`src/rtl/decode_pkg.sv`:
```
// Shared definitions for the decode stage: opcodes, ALU operation codes,
// instruction field positions and the packed control bundle.
package decode_pkg;

  // Opcodes, instr[15:13]
  localparam logic [2:0] OP_ADD  = 3'b000;
  localparam logic [2:0] OP_ADDI = 3'b001;
  localparam logic [2:0] OP_SUB  = 3'b010;
  localparam logic [2:0] OP_SUBI = 3'b011;
  localparam logic [2:0] OP_LUI  = 3'b100;
  localparam logic [2:0] OP_BEQ  = 3'b101;
  localparam logic [2:0] OP_SW   = 3'b110;
  localparam logic [2:0] OP_LW   = 3'b111;

  // ALU operations
  localparam logic [2:0] ALU_ADD = 3'b000;
  localparam logic [2:0] ALU_SUB = 3'b001;
  localparam logic [2:0] ALU_LUI = 3'b011;

  // Instruction field bit positions
  localparam int unsigned OpcMsb   = 15;
  localparam int unsigned OpcLsb   = 13;
  localparam int unsigned RaMsb    = 12;
  localparam int unsigned RaLsb    = 10;
  localparam int unsigned RbMsb    = 9;
  localparam int unsigned RbLsb    = 7;
  localparam int unsigned RcMsb    = 2;
  localparam int unsigned RcLsb    = 0;
  localparam int unsigned Imm7Msb  = 6;
  localparam int unsigned Imm10Msb = 9;

  typedef struct packed {
    logic [2:0] alu_op;
    logic       reg_write;
    logic       mem_read;
    logic       mem_write;
    logic       branch;
  } ctrl_t;

endpackage

```
`src/rtl/decode_ctrl_comb.sv`:
```
// Pure combinational decoder: instruction -> control bundle, register indices
// and processed immediate.
//   instr  : 16-bit instruction
//   ctrl   : alu_op / reg_write / mem_read / mem_write / branch
//   rd, rs1, rs2 : register indices (0 = none)
//   imm    : sign-extended or LUI-shifted immediate, DATA_W wide
module decode_ctrl_comb
  import decode_pkg::*;
#(
  parameter int unsigned DATA_W = 16
) (
  input  logic [15:0]       instr,
  output ctrl_t             ctrl,
  output logic [2:0]        rd,
  output logic [2:0]        rs1,
  output logic [2:0]        rs2,
  output logic [DATA_W-1:0] imm
);

  logic [2:0]        opcode, ra, rb, rc;
  logic [DATA_W-1:0] sext7, sext10, lui_imm;

  assign opcode  = instr[OpcMsb:OpcLsb];
  assign ra      = instr[RaMsb:RaLsb];
  assign rb      = instr[RbMsb:RbLsb];
  assign rc      = instr[RcMsb:RcLsb];
  assign sext7   = {{(DATA_W-7){instr[Imm7Msb]}}, instr[Imm7Msb:0]};
  assign sext10  = {{(DATA_W-10){instr[Imm10Msb]}}, instr[Imm10Msb:0]};
  assign lui_imm = {instr[Imm10Msb:0], {(DATA_W-10){1'b0}}};

  always_comb begin
    ctrl = '0;
    rd   = 3'd0;
    rs1  = 3'd0;
    rs2  = 3'd0;
    imm  = '0;
    unique case (opcode)
      OP_ADD: begin
        ctrl.alu_op = ALU_ADD; ctrl.reg_write = 1'b1;
        rd = ra; rs1 = rb; rs2 = rc;
      end
      OP_ADDI: begin
        ctrl.alu_op = ALU_ADD; ctrl.reg_write = 1'b1;
        rd = ra; rs1 = rb; imm = sext7;
      end
      OP_SUB: begin
        ctrl.alu_op = ALU_SUB; ctrl.reg_write = 1'b1;
        rd = ra; rs1 = rb; rs2 = rc;
      end
      OP_SUBI: begin
        ctrl.alu_op = ALU_SUB; ctrl.reg_write = 1'b1;
        rd = ra; rs1 = ra; imm = sext10;
      end
      OP_LUI: begin
        ctrl.alu_op = ALU_LUI; ctrl.reg_write = 1'b1;
        rd = ra; imm = lui_imm;
      end
      OP_BEQ: begin
        ctrl.alu_op = ALU_SUB; ctrl.branch = 1'b1;
        rs1 = ra; rs2 = rb; imm = sext7;
      end
      OP_SW: begin
        // rs1 is the base address, rs2 the store data
        ctrl.alu_op = ALU_ADD; ctrl.mem_write = 1'b1;
        rs1 = rb; rs2 = ra; imm = sext7;
      end
      OP_LW: begin
        ctrl.alu_op = ALU_ADD; ctrl.reg_write = 1'b1; ctrl.mem_read = 1'b1;
        rd = ra; rs1 = rb; imm = sext7;
      end
      default: ;
    endcase
  end

endmodule

```
`src/rtl/decode_stage_pipe.sv`:
```
// Registered, valid/ready handshaked decode stage between fetch and execute.
// Inserts load-use bubbles after LW for LOAD_DELAY cycles.
//   clk, rst_n          : clock, async active-low reset
//   flush               : kills held bundle and pending hazard on next edge
//   in_valid/in_ready   : fetch-side handshake, instr is the offered word
//   out_valid/out_ready : execute-side handshake
//   alu_op..imm         : registered decoded bundle (jump is reserved, always 0)
// DATA_W must be >= 16; LOAD_DELAY must be 0..3.
module decode_stage_pipe
  import decode_pkg::*;
#(
  parameter int unsigned DATA_W     = 16,
  parameter int unsigned LOAD_DELAY = 1
) (
  input  logic              clk,
  input  logic              rst_n,
  input  logic              flush,
  input  logic              in_valid,
  output logic              in_ready,
  input  logic [15:0]       instr,
  output logic              out_valid,
  input  logic              out_ready,
  output logic [2:0]        alu_op,
  output logic              reg_write,
  output logic              mem_read,
  output logic              mem_write,
  output logic              branch,
  output logic              jump,
  output logic [2:0]        rd,
  output logic [2:0]        rs1,
  output logic [2:0]        rs2,
  output logic [DATA_W-1:0] imm
);

  localparam logic [1:0] HazInit = 2'(LOAD_DELAY);

  ctrl_t             dec_ctrl, ctrl_q, ctrl_d;
  logic [2:0]        dec_rd, dec_rs1, dec_rs2;
  logic [DATA_W-1:0] dec_imm, imm_q, imm_d;
  logic [2:0]        rd_q, rd_d, rs1_q, rs1_d, rs2_q, rs2_d;
  logic              out_valid_q, out_valid_d;
  logic [1:0]        haz_cnt_q, haz_cnt_d;
  logic [2:0]        pend_rd_q, pend_rd_d;
  logic              stall, accept;

  decode_ctrl_comb #(
    .DATA_W(DATA_W)
  ) u_dec (
    .instr(instr),
    .ctrl (dec_ctrl),
    .rd   (dec_rd),
    .rs1  (dec_rs1),
    .rs2  (dec_rs2),
    .imm  (dec_imm)
  );

  // pend_rd is never 0 while a hazard is live, so index-0 sources never match
  assign stall = (haz_cnt_q != 2'd0) && in_valid && (pend_rd_q != 3'd0) &&
                 ((dec_rs1 == pend_rd_q) || (dec_rs2 == pend_rd_q));
  assign in_ready = (!out_valid_q || out_ready) && !stall && !flush;
  assign accept   = in_valid && in_ready;

  always_comb begin
    out_valid_d = out_valid_q;
    ctrl_d      = ctrl_q;
    rd_d        = rd_q;
    rs1_d       = rs1_q;
    rs2_d       = rs2_q;
    imm_d       = imm_q;
    haz_cnt_d   = haz_cnt_q;
    pend_rd_d   = pend_rd_q;
    if (flush) begin
      out_valid_d = 1'b0;
      haz_cnt_d   = 2'd0;
    end else begin
      if (accept) begin
        out_valid_d = 1'b1;
        ctrl_d      = dec_ctrl;
        rd_d        = dec_rd;
        rs1_d       = dec_rs1;
        rs2_d       = dec_rs2;
        imm_d       = dec_imm;
      end else if (out_valid_q && out_ready) begin
        out_valid_d = 1'b0;
      end
      // A newer LW overrides any older pending hazard
      if (accept && dec_ctrl.mem_read && (dec_rd != 3'd0)) begin
        haz_cnt_d = HazInit;
        pend_rd_d = dec_rd;
      end else if (haz_cnt_q != 2'd0) begin
        haz_cnt_d = haz_cnt_q - 2'd1;
      end
    end
  end

  always_ff @(posedge clk or negedge rst_n) begin
    if (!rst_n) begin
      out_valid_q <= 1'b0;
      ctrl_q      <= '0;
      rd_q        <= 3'd0;
      rs1_q       <= 3'd0;
      rs2_q       <= 3'd0;
      imm_q       <= '0;
      haz_cnt_q   <= 2'd0;
      pend_rd_q   <= 3'd0;
    end else begin
      out_valid_q <= out_valid_d;
      ctrl_q      <= ctrl_d;
      rd_q        <= rd_d;
      rs1_q       <= rs1_d;
      rs2_q       <= rs2_d;
      imm_q       <= imm_d;
      haz_cnt_q   <= haz_cnt_d;
      pend_rd_q   <= pend_rd_d;
    end
  end

  assign out_valid = out_valid_q;
  assign alu_op    = ctrl_q.alu_op;
  assign reg_write = ctrl_q.reg_write;
  assign mem_read  = ctrl_q.mem_read;
  assign mem_write = ctrl_q.mem_write;
  assign branch    = ctrl_q.branch;
  assign jump      = 1'b0;
  assign rd        = rd_q;
  assign rs1       = rs1_q;
  assign rs2       = rs2_q;
  assign imm       = imm_q;

endmodule
```
`config.mk`:
```
export PLATFORM = sky130hd
export DESIGN_NAME = decode_stage_pipe
export DESIGN_NICKNAME = d
export VERILOG_FILES = /design/src/rtl/decode_pkg.sv /design/src/rtl/decode_ctrl_comb.sv /design/src/rtl/decode_stage_pipe.sv
export SDC_FILE = /design/constraint.sdc
export NUM_CORES = 1
export LEC_CHECK = 0
export CORE_MARGIN = 2
export CORE_UTILIZATION = 35
export DETAILED_ROUTE_END_ITERATION = 8
export GPL_TIMING_DRIVEN = 1
export PLACE_DENSITY_LB_ADDON = 0.3
export SETUP_SLACK_MARGIN = 0.5
export SYNTH_ARGS = -nofsm -noshare
export SYNTH_HDL_FRONTEND = slang
export SYNTH_HIERARCHICAL = 1
export SYNTH_SLANG_ARGS = --single-unit
export TNS_END_PERCENT = 1
```
`constraint.sdc`:
```
create_clock -name clk -period 4.79 [get_ports clk]
set_input_delay 0.958 -clock clk [delete_from_list [all_inputs] [get_ports clk]]
set_output_delay 0.958 -clock clk [all_outputs]
set_load 0.02 [all_outputs]
```
==> Implementation_results.wiki, run 1 <==
{| class="wikitable"
! Metric !! Value
|-
| Inserted Diodes || 0
|-
| Register-to-Register Path Depth || 8
|-
| Number of DRC markers in iteration 0 || 79
|-
| Number of antenna violations at the first check in global routing || 0
|-
| Switching Fraction || 32.8%
|-
| Number of detailed-routing iterations run before antenna repair || 6
|-
| Total of warnings raised by yosys || 6
|-
| Number of clock sinks || 38
|-
| Data arrival, critical path || 2.90 ns
|-
| DRC Markers || 4
|-
| Tightest Hold Check Type || reg -> reg
|-
| Ports placed on the boundary || 56
|-
| Data required time at the worst endpoint || 3.83 ns
|-
| Global-route wire length before repair || 8780 um
|-
| Standard-cell row count || 29
|-
| Core region area || 0.00642 mm^2
|-
| Max_slew headroom || 42.0%
|-
| Dominant cells by area after synthesis || dfrtp_1, mux2_4, nor2b_1
|-
| Biggest area consumer among synthesized cells || dfrtp_1
|-
| Share of the clock period used by the worst path after layout || 80.6%
|-
| Chip width || 85.8 um
|-
| Wirelength per Cell || 15.7 um
|-
| Maximum frequency from static timing analysis || 259 MHz
|-
| Number of vias per cell after detailed routing || 5.13
|-
| Total of hold buffers inserted after clock tree synthesis || 0
|-
| Combinational power share || 41.4%
|-
| Slew at the pin with the worst max-slew slack || 0.870 ns
|-
| Part of the Yosys area used for sequential elements || 40.6%
|-
| Max-slew violations || 0
|-
| Total nets after synthesis || 231
|-
| Kind of capture point of the worst setup path || output pin
|-
| Clock transition at the registers of the reported paths || 0.07 ns
|-
| Remaining antenna violation count || 0
|-
| Worst Clk Skew || 0.00776 ns
|-
| Maximum vdd drop || 153 uV
|-
| Overall routing resource usage || 15.3%
|-
| Critical path class || in -> out
|-
| Maximum number of pins on one net before global-route repair || 39
|-
| Cell leakage power || 1.33 nW
|-
| Area share of the leading cell type in the synthesized netlist || 40.6%
|-
| Post-synthesis sequential element count || 38
|-
| Initial cell density of the core || 36.5%
|-
| Leftover overflow at the end of global routing || 0
|-
| Element type at the critical path start || primary input
|-
| Failing checks || DRC
|-
| Total Die Area || 0.00736 mm^2
|-
| Hold path cells || 1
|-
| Relative contribution of the clock network to total power || 20.1%
|-
| Synth Flop Type || dfrtp_1
|-
| Status || complete, but fails checks
|-
| CP max stage delay || 0.46 ns
|-
| Clock Tree Buf Depth || 2
|-
| Fraction of registers with async set/reset || 100%
|-
| Count of mapped cells out of synthesis || 206
|-
| Clock root buffer || clkbuf_8
|-
| Die Y-Extent || 85.8 um
|-
| Largest driver fanout on the critical path || 12
|-
| Minimum period implied by the final worst setup slack || 3.86 ns
|-
| Clock tree from TritonCTS || yes
|-
| Post-Place Cell Area || 0.00287 mm^2
|-
| Fraction of final layout cells sized beyond drive strength 1 || 24.0%
|-
| Most frequent standard cell in the layout excluding fill and tap cells || clkdlybuf4s50_1
|-
| Fin Setup TNS || 0 ns
|-
| Top library cells by usage in the layout, fill and taps aside || clkdlybuf4s50_1, dfrtp_1, mux2_4
|-
| Cell area after synthesis || 0.00234 mm^2
|-
| Portion of total power attributed to sequential cells || 38.6%
|-
| Slowest stage cell on the critical path || dlygate4sd2_1
|-
| Via count of the first global-routing pass || 1719
|-
| Number of CTS-inserted buffers || 5
|-
| Hold Fails Final Rpt || 0
|-
| Via count || 1743
|-
| Switching power summed over all nets || 0.000372 W
|-
| Final setup violation count || 0
|-
| HPWL after DPL || 3840 um
|-
| Layout-stage area growth over the synthesis result || 27.9%
|-
| Routed Wire Length || 5350 um
|-
| Max-cap violation count || 0
|-
| Cells along the critical path || dlygate4sd2_1 -> clkinvlp_4 -> buf_4 -> a21oi_1 -> o211ai_1 -> xor2_1 -> nor3_2 -> o21ai_2 -> and2_2 -> dlymetal6s2s_1
|-
| Global placer's final weighted congestion || 0.794
|-
| Clock insertion delay at the later pin of the skew report || 0.29 ns
|-
| RSZ-0062 raised after global routing || false
|-
| Fin area || 0.00300 mm^2
|-
| Pint || 0.000761 W
|-
| Input/output buffers || 54
|-
| H-tree depth || 2
|-
| Nets || 287
|-
| Number of enable-type register cells in the synthesized netlist || 0
|-
| Library cells used by synthesis || 41
|-
| Fill cell instance count of the final layout || 593
|-
| Power Dens Cells || 378 mW/mm^2
|-
| Avg Inst Size Synth || 11.4 um^2
|}
-- cell families after synthesis --
group	share of synthesized area [%]
adders and majority gates	2.14
buffers and inverters	7.96
AOI/OAI and AO/OA	13.7
muxes	20.0
xor gates and xnor gates	2.99
DFF	40.6
and+or+nand+nor	12.3
other	0.321
-- final timing paths --
kind | from | endpoint | slack [ns]
max | instr[15] | in_ready | 0.93
min | imm[7]$_DFFE_PN0P_ | imm[7]$_DFFE_PN0P_ | 0.51
max reg2reg | haz_cnt_q[0]$_DFFE_PN0P_ | imm[15]$_DFFE_PN0P_ | 2.78
min reg2reg | imm[7]$_DFFE_PN0P_ | imm[7]$_DFFE_PN0P_ | 0.51
max in group asynchronous | rst_n | alu_op[2]$_DFFE_PN0P_ | 3.46
min in group asynchronous | rst_n | imm[5]$_DFFE_PN0P_ | 0.77
-- through the flow --
step	power [W]	instances	util, %	hold slack [ns]	setup slack (ns)
floorplan	0.000735	206	-	0.545	1.51
global placement	0.000907	327	44.7	0.494	0.349
detailed placement	0.000912	327	44.7	0.492	0.310
CTS	0.00115	337	46.3	0.513	0.568
global route	0.00120	340	46.6	0.532	0.733
finish	0.00113	340	46.6	0.510	0.927
-- cells in the mapped netlist (2+ instances only) --
master    instances
a211oi_1          3
a21oi_1          13
a21oi_2           2
a22o_1            3
a31oi_1           3
and2_1            2
and2_2            2
and3_1            7
buf_12            3
buf_2             5
buf_4             5
buf_6             3
conb_1            2
dfrtp_1          38
ha_1              4
inv_1             7
mux2_2            2
mux2_4           29
nand2_1           6
nand4_1           3
nor2_1            5
nor2b_1          13
nor3_1            3
nor3_2            2
o211ai_1          6
o21ai_0          13
o21bai_1          2
xor2_1            7
-- registers in the layout (all words and copies together), names as in the netlist, 2 cells and up --
signal	cells
rs2	3
rd	3
alu_op	3
imm	16
pend_rd_q	3
haz_cnt_q	2
rs1	3
-- routing by layer --
| metal | wire length (um) | up-vias | track usage (%) |
|---|---|---|---|
| li1 | - | 831 | - |
| met3 | 244 | 6 | 3.75 |
| met1 | 2500 | 858 | 20.6 |
| met4 | 60 | 0 | 4.47 |
| met5 | 0 | - | 0 |
| met2 | 2540 | 48 | 24.6 |
-- what timing repair did --
item | 4_1_cts | 5_1_grt
pin swaps | 0 | 1
gates resized for setup | 4 | 3
setup endpoints to repair | 1 | 1
setup buffers | 2 | 3
-- cell type report --
class / count / area [um^2] / area share [%]
multi-input cells: 144 / 1210 / 40.3
clock buffers: 7 / 86.3 / 2.88
clock inverters: 1 / 5.00 / 0.167
repair buffers: 66 / 621 / 20.7
inverters: 7 / 30.0 / 1.00
well taps: 77 / 96.3 / 3.22
flip-flops and latches: 38 / 951 / 31.7
-- power by group through the flow --
stage	clock network [W]	registers [W]	logic, W
2_1_floorplan	0	0.000509	0.000226
3_3_place_gp	0	0.000444	0.000464
3_5_place_dp	0	0.000445	0.000468
4_1_cts	0.000237	0.000439	0.000472
5_1_grt	0.000251	0.000448	0.000505
6_report	0.000227	0.000437	0.000469
-- worst max-delay path: cells and delay by family --
kind | cells | cell delay, ns
AOI/OAI and AO/OA | 3 | 0.37
xor gates and xnor gates | 1 | 0.18
and+or+nand+nor | 2 | 0.40
buffers and inverters | 4 | 0.99
Note: power is estimated with default switching activity, not from simulation.
==> run 2: changes to the inputs <==
- clock period: 4.79 -> 3.3 ns (I/O delays scaled with it)
==> run 2 against run 1 <==
The run still ends with DRC left. First-iteration DRC count rose by 47%. Non-clock buffer count up 19. Cell area increased by 7.1%. Count of clock-buffer cells in the layout decreased by 2. Critical endpoint unchanged.
==> Implementation_results.wiki, run 2 (synthesis gave the netlist of run 1 again) <==
{| class="wikitable"
! Metric !! Value
|-
| Status || complete, but fails checks
|-
| Failing checks || DRC
|-
| Worst Clk Skew || 0.00365 ns
|-
| Standard-cell row count || 29
|-
| Non-filler cells, final || 359
|-
| Wirelength per Cell || 15.4 um
|-
| Cell leakage power || 1.46 nW
|-
| Max_slew headroom || 41.7%
|-
| Fill cell instance count of the final layout || 587
|-
| Fin area || 0.00321 mm^2
|-
| CP max stage delay || 0.28 ns
|-
| Top library cells by usage in the layout, fill and taps aside || clkdlybuf4s50_1, dfrtp_1, mux2_4, buf_4, nor2b_1
|-
| Share of the core filled with cells || 50.0%
|-
| Maximum frequency from static timing analysis || 369 MHz
|-
| RSZ-0062 raised after global routing || false
|-
| Inserted Diodes || 0
|-
| Via count of the first global-routing pass || 1821
|-
| Number of clock sinks || 38
|-
| Area used by multi-input combinational logic || 0.00125 mm^2
|-
| Clock transition at the registers of the reported paths || 0.08 ns
|-
| Remaining antenna violation count || 0
|-
| Maximum vdd drop || 249 uV
|-
| Post-route worst setup slack || 0.589 ns
|-
| Number of antenna violations at the first check in global routing || 0
|-
| Cells along the critical path || clkdlybuf4s15_1 -> a21oi_2 -> o211ai_1 -> xor2_1 -> nor3_2 -> o21ai_2 -> and2_4 -> buf_6
|-
| Slowest stage cell on the critical path || clkdlybuf4s15_1
|-
| Placed cells || 347
|-
| Slew at the pin with the worst max-slew slack || 0.874 ns
|-
| Via count || 1784
|-
| H-tree depth || 2
|-
| Core region area || 0.00642 mm^2
|-
| Largest driver fanout on the critical path || 4
|-
| Number of vias per cell after detailed routing || 4.97
|-
| Hold Worst Slack || 0.490 ns
|-
| Clock root buffer || clkbuf_8
|-
| Data arrival, critical path || 2.05 ns
|-
| Number of detailed-routing iterations run before antenna repair || 7
|-
| Clock Tree Buf Depth || 2
|-
| Maximum number of pins on one net before global-route repair || 39
|-
| HPWL after DPL || 4070 um
|-
| Kind of capture point of the worst setup path || output pin
|-
| Total Die Area || 0.00736 mm^2
|-
| Data required time at the worst endpoint || 2.64 ns
|-
| Fraction of final layout cells sized beyond drive strength 1 || 34.8%
|-
| Input/output buffers || 54
|-
| Power Dens Cells || 542 mW/mm^2
|-
| Chip width || 85.8 um
|-
| Max-slew violations || 0
|-
| Global placer's final weighted congestion || 0.825
|-
| Global-route wire length before repair || 9180 um
|-
| Element type at the critical path start || primary input
|-
| Nets || 306
|-
| Tightest Hold Check Type || in -> async
|-
| Seq. cell area || 951 um^2
|-
| DRC Markers || 4
|-
| Layout-stage area growth over the synthesis result || 37.0%
|-
| Share of the clock period used by the worst path after layout || 82.2%
|-
| Overall routing resource usage || 15.6%
|-
| Hold Fails Final Rpt || 0
|-
| Minimum period implied by the final worst setup slack || 2.71 ns
|-
| Post-Place Cell Area || 0.00304 mm^2
|-
| Critical path class || in -> out
|-
| Worst setup timing slack at the placement stage || -0.501 ns
|-
| Die Y-Extent || 85.8 um
|-
| Initial cell density of the core || 36.5%
|-
| Flip-flop count of the largest register, all copies and words added || 16
|-
| Clock tree from TritonCTS || yes
|-
| Most frequent standard cell in the layout excluding fill and tap cells || clkdlybuf4s50_1
|-
| Leftover overflow at the end of global routing || 0
|-
| Final setup violation count || 0
|-
| Clock insertion delay at the later pin of the skew report || 0.28 ns
|-
| Routed Wire Length || 5520 um
|-
| Ports placed on the boundary || 56
|-
| Number of DRC markers in iteration 0 || 116
|-
| Number of CTS-inserted buffers || 5
|-
| Max-cap violation count || 0
|}
run 2: changes by cell type in the layout (fill, tap and decap cells not counted), sizes merged:
cell | before | now
clkdlybuf4s15 | 0 | 2
inv | 6 | 7
clkinvlp | 1 | 0
clkinv | 1 | 2
bufinv | 0 | 1
buf | 13 | 35
clkdlybuf4s50 | 49 | 40
dlymetal6s2s | 1 | 0
dlygate4sd2 | 2 | 4
clkbuf | 8 | 9
run 2: layout make-up:
class                           count  share of cell area, %
Sequential cell                    38                   29.6
Clock inverter                      3                   1.25
Tap cell                           77                   3.00
Clock buffer                        5                   2.15
Multi-Input combinational cell    144                   39.0
Inverter                            7                  0.819
Timing Repair Buffer               85                   24.1
run 2: where the power goes:
part	internal [W]	switching, W
clock	0.000223	0.000164
sequential	0.000568	0.0000674
combinational	0.000393	0.000325
total	0.00118	0.000556
run 2: path summary, 6_finish.rpt:
check / slack, ns / start / to / cells after the start
max in group asynchronous: 2.25 / rst_n / mem_write$_DFFE_PN0P_ / 1
worst min register to register: 0.51 / imm[11]$_DFFE_PN0P_ / imm[11]$_DFFE_PN0P_ / 1
worst max-delay path: 0.59 / instr[8] / in_ready / 8
worst min-delay path: 0.49 / rst_n / imm[3]$_DFFE_PN0P_ / 1
min in group clk: 0.51 / imm[11]$_DFFE_PN0P_ / imm[11]$_DFFE_PN0P_ / 1
worst max register to register: 1.32 / haz_cnt_q[0]$_DFFE_PN0P_ / imm[10]$_DFFE_PN0P_ / 8
run 2: what timing repair did:
item | 4_1_cts | 5_1_grt
setup endpoints to repair | 36 | 1
endpoints found under the hold margin | 0 | 0
hold buffers | 0 | 0
pin swaps | 8 | 11
setup buffers | 4 | 0
resized for setup | 40 | 24
run 2: routing by layer:
metal	track usage (%)	vias up	wire, um
met5	0	-	0
met4	4.04	0	29
met3	2.79	2	194
met2	24.4	41	2610
met1	22.3	872	2680
li1	-	869	-
run 2: critical path: cells and delay by family:
family          cells  cell delay, ns
xor+xnor            1            0.20
buf+inv             2            0.40
compound gates      3            0.42
simple gates        2            0.37
run 2: metrics by stage:
step | TNS [ns] | total power (W)
floorplan | 0 | 0.00107
global placement | -1.59 | 0.00134
detailed placement | -3.91 | 0.00136
CTS | 0 | 0.00176
global route | 0 | 0.00185
finish | 0 | 0.00174
